==> src/rtl/conv_seq_fsm.sv <==
// ============================================================================
// Module   : conv_seq_fsm
// Brief    : Frame sequencer driving MCU read/write addresses, sop/eop/chblk
//            and the Conv valid strobe over one or more block passes.
// Revision : 1.0 - initial release
// ============================================================================
`default_nettype none

module conv_seq_fsm #(
    parameter int NB_ADDRESS = 4,
    parameter int LATENCY    = 3,
    parameter int NB_BLK     = 4
) (
    input  logic                  CLK100MHZ,
    input  logic                  rst,
    input  logic                  i_start,
    input  logic                  i_next_data,
    input  logic [NB_BLK-1:0]     i_nblk,
    output logic [NB_ADDRESS-1:0] o_RAddr,
    output logic [NB_ADDRESS-1:0] o_WAddr,
    output logic                  o_sop,
    output logic                  o_eop,
    output logic                  o_chblk,
    output logic                  o_valid,
    output logic [NB_BLK-1:0]     o_blk
);

    localparam int c_CNT_W = (LATENCY > 1) ? $clog2(LATENCY) : 1;

    localparam logic [NB_ADDRESS-1:0] c_ADDR_MAX  = '1;
    localparam logic [NB_ADDRESS-1:0] c_ADDR_ZERO = '0;
    localparam logic [NB_ADDRESS-1:0] c_ADDR_ONE  = {{(NB_ADDRESS-1){1'b0}}, 1'b1};
    localparam logic [NB_ADDRESS:0]   c_LAT       = (NB_ADDRESS+1)'(LATENCY);
    localparam logic [NB_BLK-1:0]     c_BLK_ONE   = {{(NB_BLK-1){1'b0}}, 1'b1};
    localparam logic [c_CNT_W-1:0]    c_CNT_ONE   = {{(c_CNT_W-1){1'b0}}, 1'b1};
    localparam logic [c_CNT_W-1:0]    c_CNT_LAST  = c_CNT_W'(LATENCY - 1);

    typedef enum logic [1:0] {
        ST_IDLE  = 2'd0,
        ST_RUN   = 2'd1,
        ST_DRAIN = 2'd2,
        ST_CHBLK = 2'd3
    } state_t;

    state_t                  state_q, state_d;
    logic [NB_ADDRESS-1:0]   raddr_q, raddr_d;
    logic [NB_ADDRESS-1:0]   waddr_q, waddr_d;
    logic [NB_BLK-1:0]       blk_q, blk_d;
    logic [c_CNT_W-1:0]      cnt_q, cnt_d;
    logic                    sop_q, sop_d;
    logic                    eop_q, eop_d;
    logic                    chblk_q, chblk_d;
    logic                    valid_q, valid_d;
    logic                    start_q;
    logic                    next_q;

    logic                    w_start_rise;
    logic                    w_next_rise;
    logic [NB_BLK-1:0]       w_nblk_eff;
    logic                    w_more_blk;

    assign w_start_rise = i_start & ~start_q;
    assign w_next_rise  = i_next_data & ~next_q;
    assign w_nblk_eff   = (i_nblk == '0) ? c_BLK_ONE : i_nblk;
    assign w_more_blk   = (({1'b0, blk_q} + {1'b0, c_BLK_ONE}) < {1'b0, w_nblk_eff});

    // Edge registers track the input levels even in reset, so a level held
    // high across reset release never looks like a fresh edge.
    always_ff @(posedge CLK100MHZ) begin
        start_q <= i_start;
        next_q  <= i_next_data;
        if (rst) begin
            state_q <= ST_IDLE;
            raddr_q <= '0;
            waddr_q <= '0;
            blk_q   <= '0;
            cnt_q   <= '0;
            sop_q   <= 1'b0;
            eop_q   <= 1'b1;
            chblk_q <= 1'b0;
            valid_q <= 1'b0;
        end else begin
            state_q <= state_d;
            raddr_q <= raddr_d;
            waddr_q <= waddr_d;
            blk_q   <= blk_d;
            cnt_q   <= cnt_d;
            sop_q   <= sop_d;
            eop_q   <= eop_d;
            chblk_q <= chblk_d;
            valid_q <= valid_d;
        end
    end

    always_comb begin
        state_d = state_q;
        raddr_d = raddr_q;
        waddr_d = waddr_q;
        blk_d   = blk_q;
        cnt_d   = cnt_q;
        sop_d   = sop_q;
        eop_d   = eop_q;
        chblk_d = 1'b0;
        valid_d = valid_q;

        case (state_q)
            ST_IDLE: begin
                sop_d   = 1'b0;
                eop_d   = 1'b1;
                valid_d = 1'b0;
                if (w_start_rise) begin
                    state_d = ST_RUN;
                    raddr_d = c_ADDR_ZERO;
                    waddr_d = c_ADDR_ZERO;
                    blk_d   = '0;
                    valid_d = 1'b1;
                    sop_d   = 1'b1;
                    eop_d   = 1'b0;
                end else if (w_next_rise) begin
                    raddr_d = raddr_q + c_ADDR_ONE;
                end
            end

            ST_RUN: begin
                // Write side trails reads by the pipeline depth: max(0, RAddr-LATENCY).
                waddr_d = ({1'b0, raddr_q} < c_LAT) ? c_ADDR_ZERO : (waddr_q + c_ADDR_ONE);
                if (raddr_q == c_ADDR_MAX) begin
                    state_d = ST_DRAIN;
                    valid_d = 1'b0;
                    cnt_d   = '0;
                end else begin
                    raddr_d = raddr_q + c_ADDR_ONE;
                end
            end

            ST_DRAIN: begin
                if (cnt_q == c_CNT_LAST) begin
                    raddr_d = c_ADDR_ZERO;
                    waddr_d = c_ADDR_ZERO;
                    sop_d   = 1'b0;
                    if (w_more_blk) begin
                        state_d = ST_CHBLK;
                        chblk_d = 1'b1;
                    end else begin
                        state_d = ST_IDLE;
                        eop_d   = 1'b1;
                    end
                end else begin
                    cnt_d   = cnt_q + c_CNT_ONE;
                    waddr_d = waddr_q + c_ADDR_ONE;
                end
            end

            ST_CHBLK: begin
                state_d = ST_RUN;
                blk_d   = blk_q + c_BLK_ONE;
                raddr_d = c_ADDR_ZERO;
                waddr_d = c_ADDR_ZERO;
                valid_d = 1'b1;
                sop_d   = 1'b1;
            end

            default: begin
                state_d = ST_IDLE;
            end
        endcase
    end

    assign o_RAddr = raddr_q;
    assign o_WAddr = waddr_q;
    assign o_sop   = sop_q;
    assign o_eop   = eop_q;
    assign o_chblk = chblk_q;
    assign o_valid = valid_q;
    assign o_blk   = blk_q;

endmodule

`default_nettype wire
==> config.mk <==
export PLATFORM = sky130hd
export DESIGN_NAME = conv_seq_fsm
export DESIGN_NICKNAME = d
export VERILOG_FILES = /design/src/rtl/conv_seq_fsm.sv
export SDC_FILE = /design/constraint.sdc
export NUM_CORES = 1
export LEC_CHECK = 0
export CAP_MARGIN = 20
export CORE_ASPECT_RATIO = 1.2
export CORE_MARGIN = 1
export CORE_UTILIZATION = 45
export CTS_BUF_LIST = sky130_fd_sc_hd__clkbuf_16
export DETAILED_ROUTE_END_ITERATION = 12
export PLACE_DENSITY = 0.71
export RECOVER_POWER = 100
export SKIP_LAST_GASP = 1
export SLEW_MARGIN = 20
export SYNTH_ARGS = -nofsm -noshare
export SYNTH_HDL_FRONTEND = slang
export SYNTH_SLANG_ARGS = --single-unit
export TNS_END_PERCENT = 10
==> constraint.sdc <==
create_clock -name CLK100MHZ -period 2.6 [get_ports CLK100MHZ]
set_input_delay 0.26 -clock CLK100MHZ [delete_from_list [all_inputs] [get_ports CLK100MHZ]]
set_output_delay 0.26 -clock CLK100MHZ [all_outputs]
set_load 0.005 [all_outputs]
==> results.sh <==
export IMPL_ys_types=35
export IMPL_p_comb_share_pct=16.7
export IMPL_synth_xor_area_share_pct=2.80
export IMPL_seq_power_share_pct=38.0
export IMPL_path_clk_slew_ns=0.07
export IMPL_swShare_pct=24.2
export IMPL_dp_hpwl_um=2000
export IMPL_drc=0
export IMPL_pre_cts_ws_ns=0.377
export IMPL_maxCapViolCount=0
export IMPL_die_h_um=59.8
export IMPL_ant_nets=0
export IMPL_syn_area_per_cell_um2=8.58
export IMPL_overflow=0
export IMPL_setup_ws_ns=0.317
export IMPL_synth_compound_area_share_pct=22.0
export IMPL_cts_max_level=1
export IMPL_path_delay_family="simple AND/OR/NAND/NOR gates"
export IMPL_cts_tree="done"
export IMPL_fmax_mhz=438
export IMPL_ff_latch_area_um2=440
export IMPL_status="complete, no violations"
export IMPL_crit_arrival_ns=2.45
export IMPL_detail_route_wl_per_cell_um=13.4
export IMPL_synth_top_family_by_area="simple AND/OR/NAND/NOR gates"
export IMPL_rsz0062_at_grt="false"
export IMPL_critical_path_class="reg2reg"
export IMPL_critPathLaunchType="flop"
export IMPL_core_area_um2=2580
export IMPL_synth_seq_cells=22
export IMPL_hold_violations=0
export IMPL_drive_gt1_share_pct=4.12
export IMPL_r2r_slack_ns=0.32
export IMPL_routed_via_count=1166
export IMPL_cts_root_buf="clkbuf_16"
export IMPL_setup_viol=0
export IMPL_clk_latency_ns=0.26
export IMPL_relSlewSlack_pct=65.4
export IMPL_die_w_um=50.2
export IMPL_endpoint_kind="flop"
export IMPL_first_pass_iters=4
export IMPL_grt_usage_pct=19.8
export IMPL_final_common_cell="dfxtp_1"
export IMPL_place_congestion=0.781
export IMPL_skew_ns=0.00614
export IMPL_fin_crit_sh_pct=87.8
export IMPL_grt_pass1_vias=1105
export IMPL_syn2layout_area_growth_pct=28.7
export IMPL_fin_setup_tns_ns=0
export IMPL_slowest_stage="or4_1"
export IMPL_cts_buffers=3
export IMPL_cts_setup_buffers=0
export IMPL_peakVddDrop_mv=0.407
export IMPL_worstMarginPinSlew_ns=0.520
export IMPL_synth_simple_area_share_pct=23.1
export IMPL_yosys_mux_area_fraction_pct=2.40
export IMPL_ios=24
export IMPL_power_density_nw_per_um2=600
export IMPL_yosysWarnings=0
export IMPL_antenna_cells=0
export IMPL_place_area_um2=1520
export IMPL_grt_pass1_wl_um=4540
export IMPL_io_buffer_count=23
export IMPL_viasPerCell=5.74
export IMPL_syn_nets=165
export IMPL_fin_hold_ws_ns=0.474
export IMPL_hp_class="reg2reg"
export IMPL_cp_max_fo=7
export IMPL_design_area_um2=1610
export IMPL_row_count=20
export IMPL_drv_slew=0
export IMPL_cts_hold_buf=0
export IMPL_mostFrequentLayoutCells="dfxtp_1 (22), dlygate4sd3_1 (18), o21ai_0 (13)"
export IMPL_multiInputGateArea_um2=757
export IMPL_total_power_uw=967
export IMPL_dr_first_iter_drc_count=31
export IMPL_routed_wl_um=2730
export IMPL_seq_area_frac_synth_pct=35.2
export IMPL_critPathMaxStageDelay_ns=0.53
export IMPL_path_cells="ha_1 > nor2b_1 > nand2b_1 > ha_1 > a21oi_1 > nor2b_1 > or4_1 > a221oi_1"
export IMPL_syn_inst=146
export IMPL_cts_sinks=22
export IMPL_p_int_uw=733
export IMPL_leakage_uw=0.000654
export IMPL_fin_crit_ns=2.28
export IMPL_clkPwrFrac_pct=45.3
export IMPL_p_sw_uw=234
export IMPL_antenna_found_initial=0
export IMPL_clk_path_buf_depth=2
export IMPL_dieArea_um2=3000
export IMPL_critPathBufInv=0
export IMPL_start_util_pct=48.6
export IMPL_syn_area_um2=1250
export IMPL_synth_fa_ha_area_share_pct=11.0
export IMPL_num_nets_final=190
export IMPL_cts_resized_gates=0
export IMPL_cp_required_ns=2.76
export IMPL_grt_start_max_net_pins=20
export IMPL_final_fill_count=225
## kinds of logic (layout without fill, tap and decap cells)
group / after synthesis / after routing
adders and majority gates: 11 / 11
xor gates and xnor gates: 4 / 4
muxes: 3 / 3
buffers and inverters: 12 / 36
and+or+nand+nor: 51 / 51
DFF: 22 / 22
AOI/OAI and AO/OA: 43 / 43
## cell type report
type	count	share of cell area (%)
timing repair buffer	24	14.8
clock buffer	3	4.66
clock inverter	1	1.86
sequential	22	27.3
inverter	8	1.86
tap	33	2.56
multi-input combinational	112	47.0
## sequential cells by signal, indices dropped and copies added (netlist names), 2 cells and up
register,flops
cnt_q,2
o_RAddr,4
o_WAddr,4
o_blk,4
state_q,2
## layer usage
metal	global-route usage (%)	up-vias	wire [um]
met5	0	-	0
met4	9.39	0	25
met3	2.80	4	58
met2	36.0	23	1400
met1	22.5	547	1240
li1	-	592	-
## stage by stage
stage,std cells,utilization [%]
2_1_floorplan,146,-
3_3_place_gp,199,58.8
3_5_place_dp,199,58.8
4_1_cts,203,62.9
5_1_grt,203,62.5
6_report,203,62.5
## cells in the mapped netlist
master | count | area (um^2)
dfxtp_1 | 22 | 440
o21ai_0 | 13 | 65.1
a21oi_1 | 12 | 60.1
ha_1 | 11 | 138
nor2_1 | 11 | 41.3
inv_1 | 8 | 30.0
nand2b_1 | 8 | 50.1
nand2_1 | 6 | 22.5
a211oi_1 | 5 | 37.5
nand3_1 | 5 | 25.0
clkbuf_1 | 4 | 15.0
nor2b_1 | 4 | 25.0
xnor2_1 | 4 | 35.0
a32oi_1 | 3 | 26.3
mux2i_1 | 3 | 30.0
nand4_1 | 3 | 18.8
a31oi_1 | 2 | 12.5
and2_1 | 2 | 12.5
nand4b_1 | 2 | 17.5
nor3_1 | 2 | 10.0
or3_1 | 2 | 12.5
a21bo_2 | 1 | 10.0
a21boi_0 | 1 | 7.51
a21o_1 | 1 | 7.51
a221o_1 | 1 | 10.0
a221oi_2 | 1 | 15.0
a31o_2 | 1 | 8.76
and3_1 | 1 | 6.26
nor3b_1 | 1 | 7.51
nor4_1 | 1 | 6.26
nor4b_2 | 1 | 15.0
o22ai_1 | 1 | 6.26
o31a_1 | 1 | 8.76
or4_1 | 1 | 7.51
or4_4 | 1 | 11.3
## worst paths after layout
kind                         start                 endpoint  cells past startpoint
max          o_blk[0]$_SDFFE_PP0P_  state_q[0]$_SDFFE_PP0P_                      8
min             o_eop$_SDFFE_PP1P_       o_eop$_SDFFE_PP1P_                      2
max reg2reg  o_blk[0]$_SDFFE_PP0P_  state_q[0]$_SDFFE_PP0P_                      8
min reg2reg     o_eop$_SDFFE_PP1P_       o_eop$_SDFFE_PP1P_                      2
## power groups by stage
| stage | Clock, uW | Sequential [uW] | Combinational (uW) |
|---|---|---|---|
| 6_report | 438 | 367 | 162 |
| 3_5_place_dp | 0 | 376 | 168 |
| 2_1_floorplan | 0 | 374 | 109 |
| 5_1_grt | 452 | 370 | 179 |
| 3_3_place_gp | 0 | 375 | 163 |
| 4_1_cts | 441 | 368 | 170 |
## worst reg2reg max path, stage by stage (launching register included)
cell and delay (ns):
dfxtp_1 0.44, ha_1 0.22, nor2b_1 0.06, nand2b_1 0.15
ha_1 0.31, a21oi_1 0.15, nor2b_1 0.06, or4_1 0.53
a221oi_1 0.26
No activity file was read; power rests on OpenSTA's default activity.
